`config.mk`:
```
export PLATFORM = sky130hd
export DESIGN_NAME = counter_control
export DESIGN_NICKNAME = d
export VERILOG_FILES = /design/src/rtl/counter_control.sv
export SDC_FILE = /design/constraint.sdc
export NUM_CORES = 1
export LEC_CHECK = 0
export CORE_ASPECT_RATIO = 0.75
export CORE_UTILIZATION = 28
export CTS_CLUSTER_SIZE = 8
export DETAILED_ROUTE_END_ITERATION = 10
export PLACE_DENSITY_LB_ADDON = 0.25
export SYNTH_ARGS = -nofsm -noshare
export SYNTH_HDL_FRONTEND = slang
export SYNTH_SLANG_ARGS = --single-unit
```
`constraint.sdc`:
```
create_clock -name clk -period 2.4 [get_ports clk]
set_input_delay 0.48 -clock clk [delete_from_list [all_inputs] [get_ports clk]]
set_output_delay 0.48 -clock clk [all_outputs]
set_load 0.02 [all_outputs]
```
`src/rtl/counter_control.sv`:
```
// Sequencer for an up/down counter datapath: clear, count up to max, count back
// down to zero, flag completion, optionally repeat. One count step per TICK_DIV cycles.
//
// state | meaning
// ------+---------------------------------------------------------
// IDLE  | waiting for start; all strobes low
// CLEAR | one-cycle clear strobe to the datapath counter
// UP    | increment on each prescaler tick until the max flag
// DOWN  | decrement on each prescaler tick until the zero flag
// DONE  | one-cycle completion pulse, then repeat or return to IDLE
module counter_control #(
  parameter int unsigned TICK_DIV = 1
) (
  input  logic clk,
  input  logic reset,
  input  logic start,
  input  logic stop,
  input  logic loop,
  input  logic z,
  input  logic m,
  output logic op,
  output logic c_ld,
  output logic c_clr,
  output logic busy,
  output logic done
);

  typedef enum logic [2:0] {
    S_IDLE,
    S_CLEAR,
    S_UP,
    S_DOWN,
    S_DONE
  } state_t;

  localparam logic [15:0] PRESC_LAST = 16'(TICK_DIV - 1);

  state_t      state;
  state_t      state_nxt;
  logic [15:0] presc;
  logic [15:0] presc_nxt;
  logic        loop_r;
  logic        counting;
  logic        tick;
  logic        accept;

  assign counting = (state == S_UP) || (state == S_DOWN);
  assign tick     = counting && (presc == PRESC_LAST);
  assign accept   = (state == S_IDLE) && start && !stop;

  always_ff @(posedge clk or negedge reset) begin
    if (!reset) begin
      state  <= S_IDLE;
      presc  <= '0;
      loop_r <= 1'b0;
    end else begin
      state <= state_nxt;
      presc <= presc_nxt;
      if (accept) begin
        loop_r <= loop;
      end
    end
  end

  always_comb begin
    state_nxt = state;
    case (state)
      S_IDLE:  if (accept) state_nxt = S_CLEAR;
      S_CLEAR: state_nxt = S_UP;
      S_UP:    if (tick && m) state_nxt = S_DOWN;
      S_DOWN:  if (tick && z) state_nxt = S_DONE;
      S_DONE:  state_nxt = loop_r ? S_CLEAR : S_IDLE;
      default: state_nxt = S_IDLE;
    endcase
    if (stop && (state != S_IDLE)) begin
      state_nxt = S_IDLE;
    end
  end

  // Prescaler restarts on every UP->DOWN turn since that turn happens on a tick.
  always_comb begin
    presc_nxt = '0;
    if (counting && !stop && !tick) begin
      presc_nxt = presc + 16'd1;
    end
  end

  // Strobes are masked in an abort cycle so the datapath counter keeps its value.
  always_comb begin
    op    = (state == S_DOWN);
    busy  = (state != S_IDLE);
    c_clr = (state == S_CLEAR) && !stop;
    done  = (state == S_DONE) && !stop;
    c_ld  = 1'b0;
    if (!stop && tick) begin
      c_ld = ((state == S_UP) && !m) || ((state == S_DOWN) && !z);
    end
  end

endmodule

```
# Word level (Yosys, flattened, before mapping)

Cells that the tools add are included.

Equality and inequality tests: 7
Add/subtract/negate cells: 1
Muxes and demuxes: 8
Reduce and logical (&&, ||, !) cells: 23

Operator list:

| cell                  | count |
|---|---|
| $add 16x1->16 const B | 1 |
| $logic_not 16->1      | 1 |
| $mux 16               | 1 |
| $pmux 3 s5            | 1 |
| $logic_and 1x1->1     | 13 |
| $mux 3                | 4 |
| $eq 3x2->1 const B    | 2 |
| $ne 3x1->1 const B    | 2 |
| $logic_not 1->1       | 4 |
| $eq 3x1->1 const B    | 1 |
| $eq 3x3->1 const B    | 1 |
| $logic_not 3->1       | 1 |
| $ne 3x2->1 const B    | 1 |
| $reduce_and 3->1      | 1 |
| $reduce_bool 3->1     | 1 |
| $logic_or 1x1->1      | 2 |
| $mux 1                | 2 |

Flip-flop bits (word level): 20
Word-level logic and storage cells: 42
Output and inout bits: 5
Input port bits: 7

# Logic depth before layout (Yosys ltp)

Word-level depth: 7
Gate-level depth with buffers: 7

# Worst setup path before layout

Ideal clock, no wire load.

Kind: flip-flop to output port
Start: register state[1]
End: output port done
Data arrival time: 1346 ps
Setup slack: 574 ps
Cell stages (with the launch flop): 3
Required time: 1920 ps
Cells stage by stage: dfrtp_1 > clkbuf_1 > nor4b_1

Longest elaborated chain between the ends: 2

RTL lines:

| item                   | line | text |
|---|---|---|
| from (decl)            | 38   | `state_t state;` |
| from (signal assigned) | 57   | `state <= state_nxt;` |
| $eq 3x3->1             | 93   | `done = (state == S_DONE) && !stop;` |
| $logic_and 1x1->1      | 93   |  |
| to (decl)              | 25   | `output logic done` |

Every way passes these cells.

# Worst setup path in the final report

Start: register presc[0]
End: output port c_ld

Longest elaborated chain between the ends: 4

RTL lines:

| item                   | line | text |
|---|---|---|
| from (decl)            | 40   | `logic [15:0] presc;` |
| from (signal assigned) | 58   | `presc <= presc_nxt;` |
| $logic_not 16->1       | 48   | `assign tick = counting && (presc == PRESC_LAST);` |
| $logic_and 1x1->1      | 48   |  |
| $logic_and 1x1->1      | 95   | `if (!stop && tick) begin` |
| $mux 1                 | 95   |  |
| to (decl)              | 22   | `output logic c_ld,` |

Every way passes these cells.

==> results.toml <==
[status]
status = "finished, final reports clean"

[global_routing]
overflow = 0
first_global_vias = 854
grt_max_degree = 21
grt_usage_pct = 12.5
antenna_found_initial = 0
grt_pass1_wl_um = 3940

[synth]
syn_inst = 119
yosysSeqAreaShare_pct = 45.8
synth-seq-cells = 20
synthTopCellsByCount = "nor2_1 (24), dfrtp_1 (20), xnor2_1 (12), inv_1 (9)"
synth-main-ff-cell = "dfrtp_1"
async_reset_ff_share_pct = 100
synth.most_common_cell = "nor2_1"
yosysUniqueCellTypes = 29
synth_edf_count = 0
yosysWarnings = 0
synth_top_area_cell = "dfrtp_1"
synth_area_per_cell_sq_um = 9.18
synth_top_cells_by_area = "dfrtp_1 (46%), xnor2_1 (9.6%), nor2_1 (8.2%)"
syn_nets = 128
synth_top_area_share_pct = 45.8
syn_area_sq_um = 1090

[placed_design]
dpl.cell_count = 191
hpwl_um = 1670
placed_area_sq_um = 1350
gp_congestion = 0.786
portBuffers = 11

[final_layout]
design_area_sq_um = 1400
n_antenna_cell = 0
stdcell_count = 194
layout-drive-gt1-share_pct = 14.8
area_growth_pct = 27.9
final_nets = 153

[clock_tree]
cts_tree = "done"
cts.hold.buffers_added = 0
post_cts_buffers = 0
cts_buffers = 3
clkSinkCount = 20
cts_buffer_depth = 2
clk_pin_slew_worst_paths_ns = 0.07
insertion_delay_ns = 0.25
cts_root_buf = "clkbuf_8"
cts.htree.levels = 1

[routing]
num_vias = 890
drt-total-wl_um = 2220
drtIter0Drc = 42
first_pass_iters = 4
drc = 0
via_per_inst = 4.59
antenna_left = 0
wire_per_inst_um = 11.4

[sta]
rsz0062_at_grt = "no"
fmaxAchievable_ghz = 0.447
hold_viol_final = 0
clock_skew_ns = 0.00288
period_needed_ns = 2.23
finalCritPeriodShare_pct = 93.1
relSlewSlack_pct = 75.7
final-setup-viol-count = 0
tns_ns = 0
worstMarginPinSlew_ns = 0.356
finalMaxSlewViolations = 0

[critical_path]
worstSetupPathType = "flip-flop to output port"
crit_fanout = 2
ff2ff_path_depth = 5
cp-end-kind = "output port"
worstPathArrival_ns = 1.75
required_ns = 1.92
critPathLaunchType = "flip-flop"

[min_path]
min_path_type = "flip-flop to flip-flop"
hold_depth = 1

[floorplan]
start_util_pct = 29.6
die_h_um = 56.1
core_region_area_sq_um = 3680
num_io_pins = 12
die_w_um = 74.1
dieArea_sq_um = 4160
rows = 19

[power_and_ir_drop]
powerDensity_nw_per_um2 = 594
ir_worst_vdd_uv = 411
leakagePower_nw = 0.574

[job]
drv_cap = 0
[cell families (layout without fill, tap and decap cells)]
logic type                 Yosys count  in the layout  synth area share, %
and+or+nand+nor                     61             61                 30.2
AOI/OAI and AO/OA                    9              9                 5.04
DFF                                 20             20                 45.8
buffers and inverters               12             35                 4.24
adders and majority gates            2              2                 2.29
xor gates and xnor gates            13             13                 10.4
muxes                                2              2                 1.95
[critical path, cell delays in order, from the launching register on]
cell             delay [ns]
dfrtp_1                0.38
inv_1                  0.06
ha_1                   0.15
nor4bb_1               0.26
nand4_1                0.20
nor2_1                 0.15
clkdlybuf4s15_1        0.31
[per-stage QoR]
stage          utilization (%)  worst slack, ns  total power [mW]  hold slack [ns]
3_5_place_dp              36.5           0.0220             0.626            0.499
6_report                  37.9            0.165             0.830            0.508
4_1_cts                   37.8           0.0180             0.845            0.515
2_1_floorplan                -            0.574             0.524            0.184
5_1_grt                   37.9          0.00708             0.888            0.538
3_3_place_gp              36.5           0.0521             0.627            0.489
[cell type report]
class                      instances  area [sq um]
clock buffer                       3          41.3
fill                             382          2290
inverter                           9          33.8
multi-input combinational         87           552
sequential                        20           500
tap                               52          65.1
timing repair buffer              23           205
[metal layers]
layer / part of all wire, % / wire length (um) / global-route usage (%) / up-vias
met5: 0 / 0 / 0 / -
met4: 1.2 / 27 / 4.95 / 0
met3: 2.9 / 64 / 2.72 / 2
met2: 47 / 1040 / 18.3 / 12
met1: 49 / 1090 / 17.7 / 418
li1: - / - / - / 458
[placed cells by master (no fill, tap or decap)]
| master | instances |
|---|---|
| nor2_1 | 24 |
| dfrtp_1 | 20 |
| xnor2_1 | 12 |
| buf_4 | 12 |
| inv_1 | 9 |
| clkdlybuf4s50_1 | 8 |
| nand2_1 | 6 |
| nor3_1 | 6 |
| nor4_1 | 5 |
| nand3_1 | 5 |
| o21ai_0 | 3 |
| a21oi_1 | 3 |
| clkbuf_8 | 3 |
| or3_1 | 2 |
| nor3b_1 | 2 |
| nand4_2 | 2 |
| nand4_1 | 2 |
| ha_1 | 2 |
| dlymetal6s2s_1 | 2 |
| nor4_2 | 1 |
| and4_1 | 1 |
| nand3b_1 | 1 |
| nand3_4 | 1 |
| xor2_1 | 1 |
| nor4b_1 | 1 |
| nor4bb_1 | 1 |
| mux2i_1 | 1 |
| or4_1 | 1 |
| mux2_2 | 1 |
| a31o_2 | 1 |
| a2111oi_0 | 1 |
| a22oi_1 | 1 |
| clkdlybuf4s15_1 | 1 |
[state kept, by name, summed over array words and instances, names as in the netlist]
| name | count |
|---|---|
| loop_r | 1 |
| state | 3 |
| presc | 16 |
[report_power, final]
group	switching, mW	leakage [nW]	internal, mW
Sequential	0.0304	0.275	0.361
Combinational	0.109	0.278	0.118
Clock	0.101	0.0216	0.112
Total	0.240	0.574	0.590
[path summary, 6_finish.rpt]
check                          from         to  slack (ns)
setup reg to reg           presc[7]  presc[15]        0.63
hold / removal               loop_r     loop_r        0.51
min in group asynchronous     reset  presc[12]        0.56
max in group asynchronous     reset     loop_r        1.63
setup / recovery           presc[0]       c_ld        0.17
hold reg to reg              loop_r     loop_r        0.51
[repair_timing]
action | in CTS | in global routing
resized for setup | 2 | 3
hold endpoints to repair | 0 | 0
setup endpoints to repair | 1 | 3
(Power assumes the default switching activity.)
==> patch 1: new RTL, same settings <==
The 5 states of `state_t` get a Gray code encoding in 3 bits.
--- a/src/rtl/counter_control.sv
+++ b/src/rtl/counter_control.sv
@@ -27,9 +27,9 @@
 
   typedef enum logic [2:0] {
-    S_IDLE,
-    S_CLEAR,
-    S_UP,
-    S_DOWN,
-    S_DONE
+    S_IDLE  = 3'b000,
+    S_CLEAR = 3'b001,
+    S_UP    = 3'b011,
+    S_DOWN  = 3'b010,
+    S_DONE  = 3'b110
   } state_t;
 
Behaviour: no difference found for any inputs over 10 cycles, from zero or initial values and one cycle with reset low; not proved beyond that.
==> patch 1 against the unedited design <==
Routed wire length shrank 3.9%; sequential cell count is the same; count of clock-buffer cells in the layout increased by 1; area after synthesis shrank 1.9%; worst hold slack improved by 0.013 ns; fmax down 3.6%; non-clock buffer count fell by 2; via count down 3.6%; die area is 1.9% lower; cell area fell by 2.6%; worst setup slack worse by 0.084 ns; global-route usage decreased by 0.83 points; highest routed layer unchanged.
Power is not compared: it rests on default switching activity, and its combinational part moved more than twofold at a synthesized area within 25%.
==> patch 1: results (changes against the unedited design) <==
| Metric | Value |
|---|---|
| Register area | `500 sq um (unchanged)` |
| Crit path DAT | `1.84 ns (+0.09 ns)` |
| Post-synth top cells | `dfrtp_1 (20), nor2_1 (19), xnor2_1 (11)` |
| # fillers | `386 (+1.0%)` |
| Dominant synthesized flop cell | `dfrtp_1` |
| Status | `finished, final reports clean` |
| Ant diodes | `0 (unchanged)` |
| Biggest regs | `presc: 16 flops, state: 3 flops, loop_r: 1 flops` |
| GPL Wtd Cong | `0.794 (+0.92%)` |
| Drt first pass iters | `4 (unchanged)` |
| Leak | `0.552 nW` |
| 1st-iter DRT viols | `37 (-12%)` |
| Layout cells sized above 1 | `17.2% (+2.4 points)` |
| Post-Syn Nets | `121 (-5.5%)` |
| Clock-pin slew on the worst setup and hold paths | `0.07 ns (about the same)` |
| Placed instance area | `1300 sq um (-3.5%)` |
| Worst r2r path cells | `7 (+2)` |
| Worst-path fanout max | `8 (+6)` |
| Via/cell ratio | `4.61 (+0.55%)` |
| H-tree depth | `1 (unchanged)` |
| Largest cells by area after synthesis | `dfrtp_1 (47%), xnor2_1 (9.0%), nor2_1 (6.7%), nor4_1 (4.7%), nand3_1 (4.2%)` |
| Worst hold-check path type | `flop to flop` |
| Synth cell types | `27 (-6.9%)` |
| Skew final | `0.00265 ns (-0.000232 ns)` |
| Initial antenna violation count | `0 (unchanged)` |
| WL per Instance | `11.5 microns (+0.26%)` |
| Vias in the first global route | `779 (-8.8%)` |
| Clk Latency, worst-skew pair | `0.26 ns` |
| Largest net degree at the start of global routing | `21 (unchanged)` |
| Port bufs | `11 (unchanged)` |
| DP Worst Slack | `0.0162 ns (-0.00578 ns)` |
| Final #Nets | `144 (-5.9%)` |
| Cell count after synthesis | `112 (-5.9%)` |
| Via count of the routed design | `858 (-3.6%)` |
| Worst hold path depth | `1 (unchanged)` |
| Post-DP HPWL | `1.59 mm (-5.0%)` |
| Worst-Margin Slew | `0.415 ns (+0.0593 ns)` |
| CTS buffer count | `3 (unchanged)` |
| Worst vdd ir | `0.000298 V` |
| Root buffer cell | `clkbuf_8` |
| Inst Count DP | `181 (-5.2%)` |
| First-pass GRT wire length | `3.59 mm (-8.9%)` |
| Post-synthesis async set-or-reset flop share | `100% (unchanged)` |
| CTS Buffer Depth | `2 (unchanged)` |
| All-Layer GR Usage | `11.7% (-0.83 points)` |
| Register area share after synthesis | `46.7% (+0.91 points)` |
| Synth warn | `0 (unchanged)` |
-- patch 1: changes by cell type after synthesis, sizes merged, moves of 2 or more --
| cell | before | now |
|---|---|---|
| nand3 | 6 | 11 |
| nor2b | 0 | 2 |
| xor2 | 1 | 3 |
| and3 | 0 | 2 |
| nor4 | 6 | 8 |
| inv | 9 | 4 |
| o21ai | 3 | 0 |
| a21oi | 3 | 0 |
-- patch 1: final timing paths --
kind	start	end	slack [ns]
max in group asynchronous	reset	presc[13]$_DFF_PN0_	1.63
hold / removal	loop_r$_DFFE_PN0P_	loop_r$_DFFE_PN0P_	0.52
hold reg to reg	loop_r$_DFFE_PN0P_	loop_r$_DFFE_PN0P_	0.52
setup reg to reg	presc[0]$_DFF_PN0_	presc[3]$_DFF_PN0_	0.76
setup / recovery	state[1]$_DFFE_PN0P_	op	0.08
min in group asynchronous	reset	presc[9]$_DFF_PN0_	0.56
-- patch 1: power by group --
| part | switching (mW) | leakage (nW) | internal (mW) |
|---|---|---|---|
| sequential | 0.0112 | 0.275 | 0.346 |
| combinational | 0.0325 | 0.248 | 0.0366 |
| clock | 0.106 | 0.0288 | 0.146 |
| total | 0.150 | 0.552 | 0.528 |
-- patch 1: routing by layer --
| layer | vias to the layer above | global-route usage (%) | part of all wire, % |
|---|---|---|---|
| met1 | 408 | 16.2 | 49 |
| met4 | 0 | 2.47 | 0.61 |
| met5 | - | 0 | 0 |
| met3 | 2 | 3.83 | 4.0 |
| li1 | 433 | - | - |
| met2 | 15 | 17.7 | 46 |
-- patch 1: worst max-delay path: stages (launching register included) --
cell	delay, ns
dfrtp_1	0.48
nor2b_1	0.32
nor2b_1	0.18
clkdlybuf4s50_1	0.61
-- patch 1: layout make-up --
| class | count | share of cell area [%] |
|---|---|---|
| Clock buffer | 4 | 4.04 |
| Inverter | 4 | 1.10 |
| Multi-Input combinational cell | 85 | 39.6 |
| Sequential cell | 20 | 36.8 |
| Tap cell | 52 | 4.78 |
| Timing Repair Buffer | 21 | 13.7 |
-- patch 1: what timing repair did --
action / CTS / global route
gates resized for setup: 1 / 1
pin swaps: 1 / 0
endpoints found under the setup margin: 1 / 1
endpoints found under the hold margin: 0 / 0
hold buffers: 0 / 0
buffers inserted: 1 / 0
-- patch 1: logic make-up after synthesis --
family | Yosys count | synth area share [%]
adders and majority gates | 2 | 2.34
AOI/OAI and AO/OA | 2 | 1.17
buffers and inverters | 7 | 2.92
xor gates and xnor gates | 14 | 11.4
DFF | 20 | 46.7
muxes | 2 | 1.99
and+or+nand+nor | 65 | 33.4
==> patch 2: new RTL, same flow settings <==
Made on the original files. Register the output `done`; this adds one clock of latency there. The other outputs are not delayed to match.
--- a/src/rtl/counter_control.sv
+++ b/src/rtl/counter_control.sv
@@ -35,4 +35,6 @@
 
   localparam logic [15:0] PRESC_LAST = 16'(TICK_DIV - 1);
+
+  logic done_d;
 
   state_t      state;
@@ -91,5 +93,5 @@
     busy  = (state != S_IDLE);
     c_clr = (state == S_CLEAR) && !stop;
-    done  = (state == S_DONE) && !stop;
+    done_d = (state == S_DONE) && !stop;
     c_ld  = 1'b0;
     if (!stop && tick) begin
@@ -98,4 +100,8 @@
   end
 
+  always_ff @(posedge clk) begin
+    done <= done_d;
+  end
+
 endmodule
 
Behaviour: not the same (a bounded check fails within 10 cycles, from zero or initial values and one cycle with reset low).
==> patch 2 against the unedited design <==
Cell area up 0.72%; sequential cell count increased by 1; area after synthesis increased by 1.8%; routed wire length rose by 5.6%; largest power group unchanged; core utilization decreased by 0.21 points; total power rose by 3.6%; fmax rose by 0.91%; global-route usage grew 0.53 points; die area grew 1.8%; worst setup slack better by 0.020 ns; sequential power up 4%.
==> patch 2: results (changes against the unedited design) <==
| Metric | Value |
|---|---|
| Critical path launch point | `state[1]$_DFFE_PN0P_` |
| Status | `finished, final reports clean` |
| Inst Count DP | `190 (-0.52%)` |
| Worst hold-check path type | `flop to flop` |
| First-pass GRT wire length | `4.09 mm (+3.9%)` |
| Drt first pass iters | `6 (+2)` |
| Crit path DAT | `1.73 ns (-0.02 ns)` |
| Synth cell types | `30 (+3.4%)` |
| Crit path largest cell delay | `0.55 ns (+0.17 ns)` |
| Via count of the routed design | `905 (+1.7%)` |
| All-Layer GR Usage | `13.0% (+0.53 points)` |
| Leak | `0.558 nW (-2.8%)` |
| Crit path max-delay family | `buffers and inverters` |
| Largest cells by area after synthesis | `dfrtp_1 (45%), xnor2_1 (9.4%), nor2_1 (8.1%), nor4_1 (3.4%), inv_1 (3.0%)` |
| WL per Instance | `12.1 microns (+5.6%)` |
| Register area share after synthesis | `46.8% (+0.98 points)` |
| Vias in the first global route | `861 (+0.82%)` |
| GPL Wtd Cong | `0.792 (+0.71%)` |
| Worst vdd ir | `0.000296 V (-28%)` |
| 1st-iter DRT viols | `95 (+130%)` |
| Post-synth top cells | `nor2_1 (24), dfrtp_1 (20), xnor2_1 (12)` |
| Biggest regs | `presc: 16 flops, state: 3 flops` |
| Worst-Margin Slew | `0.389 ns (+0.0330 ns)` |
| Post-Syn Nets | `129 (+0.78%)` |
| Design Area, Final | `1410 sq um (+0.72%)` |
| Skew final | `0.00213 ns (-0.000750 ns)` |
| # fillers | `391 (+2.4%)` |
| Avg Cell Area, Syn | `9.27 sq um (+0.98%)` |
| Via/cell ratio | `4.66 (+1.7%)` |
| Final #Nets | `152 (-0.65%)` |
| R2r startpoint | `presc[4]$_DFF_PN0_` |
| Post-synthesis async set-or-reset flop share | `95.2% (-4.8 points)` |
| Worst-path fanout max | `11 (+9)` |
| Post-DP HPWL | `1.80 mm (+7.5%)` |
| DP Worst Slack | `0.0180 ns (-0.00401 ns)` |
-- patch 2: changes by cell type after synthesis --
| cell | change |
|---|---|
| dfxtp_1 | +1 |
-- patch 2: cell type report --
cell class / instances / area share, %
multi-input combinational: 87 / 39.4
sequential: 21 / 37.0
timing repair buffer: 21 / 13.3
tap: 52 / 4.62
clock buffer: 3 / 2.93
inverter: 9 / 2.40
clock inverter: 1 / 0.356
-- patch 2: where the power goes --
group,internal (mW),total (mW),switching (mW)
logic,0.113,0.223,0.110
registers,0.377,0.408,0.0303
clock network,0.116,0.229,0.114
-- patch 2: metal layers --
metal | GRT usage, % | share of wire [%] | vias to the layer above
li1 | - | - | 459
met1 | 19.7 | 52 | 432
met2 | 18.3 | 44 | 12
met3 | 3.77 | 3.0 | 2
met4 | 2.43 | 0.94 | 0
met5 | 0 | 0 | -
-- patch 2: timing repair --
item                                   in CTS  in global routing
resized for setup                           2                  3
setup endpoints to repair                   1                  2
pin swaps                                   0                  0
hold buffers                                0                  0
endpoints found under the hold margin       0                  0
-- patch 2: final timing paths --
kind | to | slack [ns]
setup / recovery | busy | 0.19
hold / removal | loop_r$_DFFE_PN0P_ | 0.52
setup reg to reg | presc[5]$_DFF_PN0_ | 0.55
hold reg to reg | loop_r$_DFFE_PN0P_ | 0.52
max in group asynchronous | presc[8]$_DFF_PN0_ | 1.63
min in group asynchronous | presc[5]$_DFF_PN0_ | 0.55
-- patch 2: cells by family (layout without fill, tap and decap cells) --
family          count (synthesis)  count (layout)  synth area share [%]
mux                             2               2                  1.91
flops                          21              21                  46.8
xor+xnor                       13              13                  10.2
buf+inv                        12              34                  4.16
fa+ha+maj                       2               2                  2.25
simple gates                   61              61                  29.7
compound gates                  9               9                  4.95
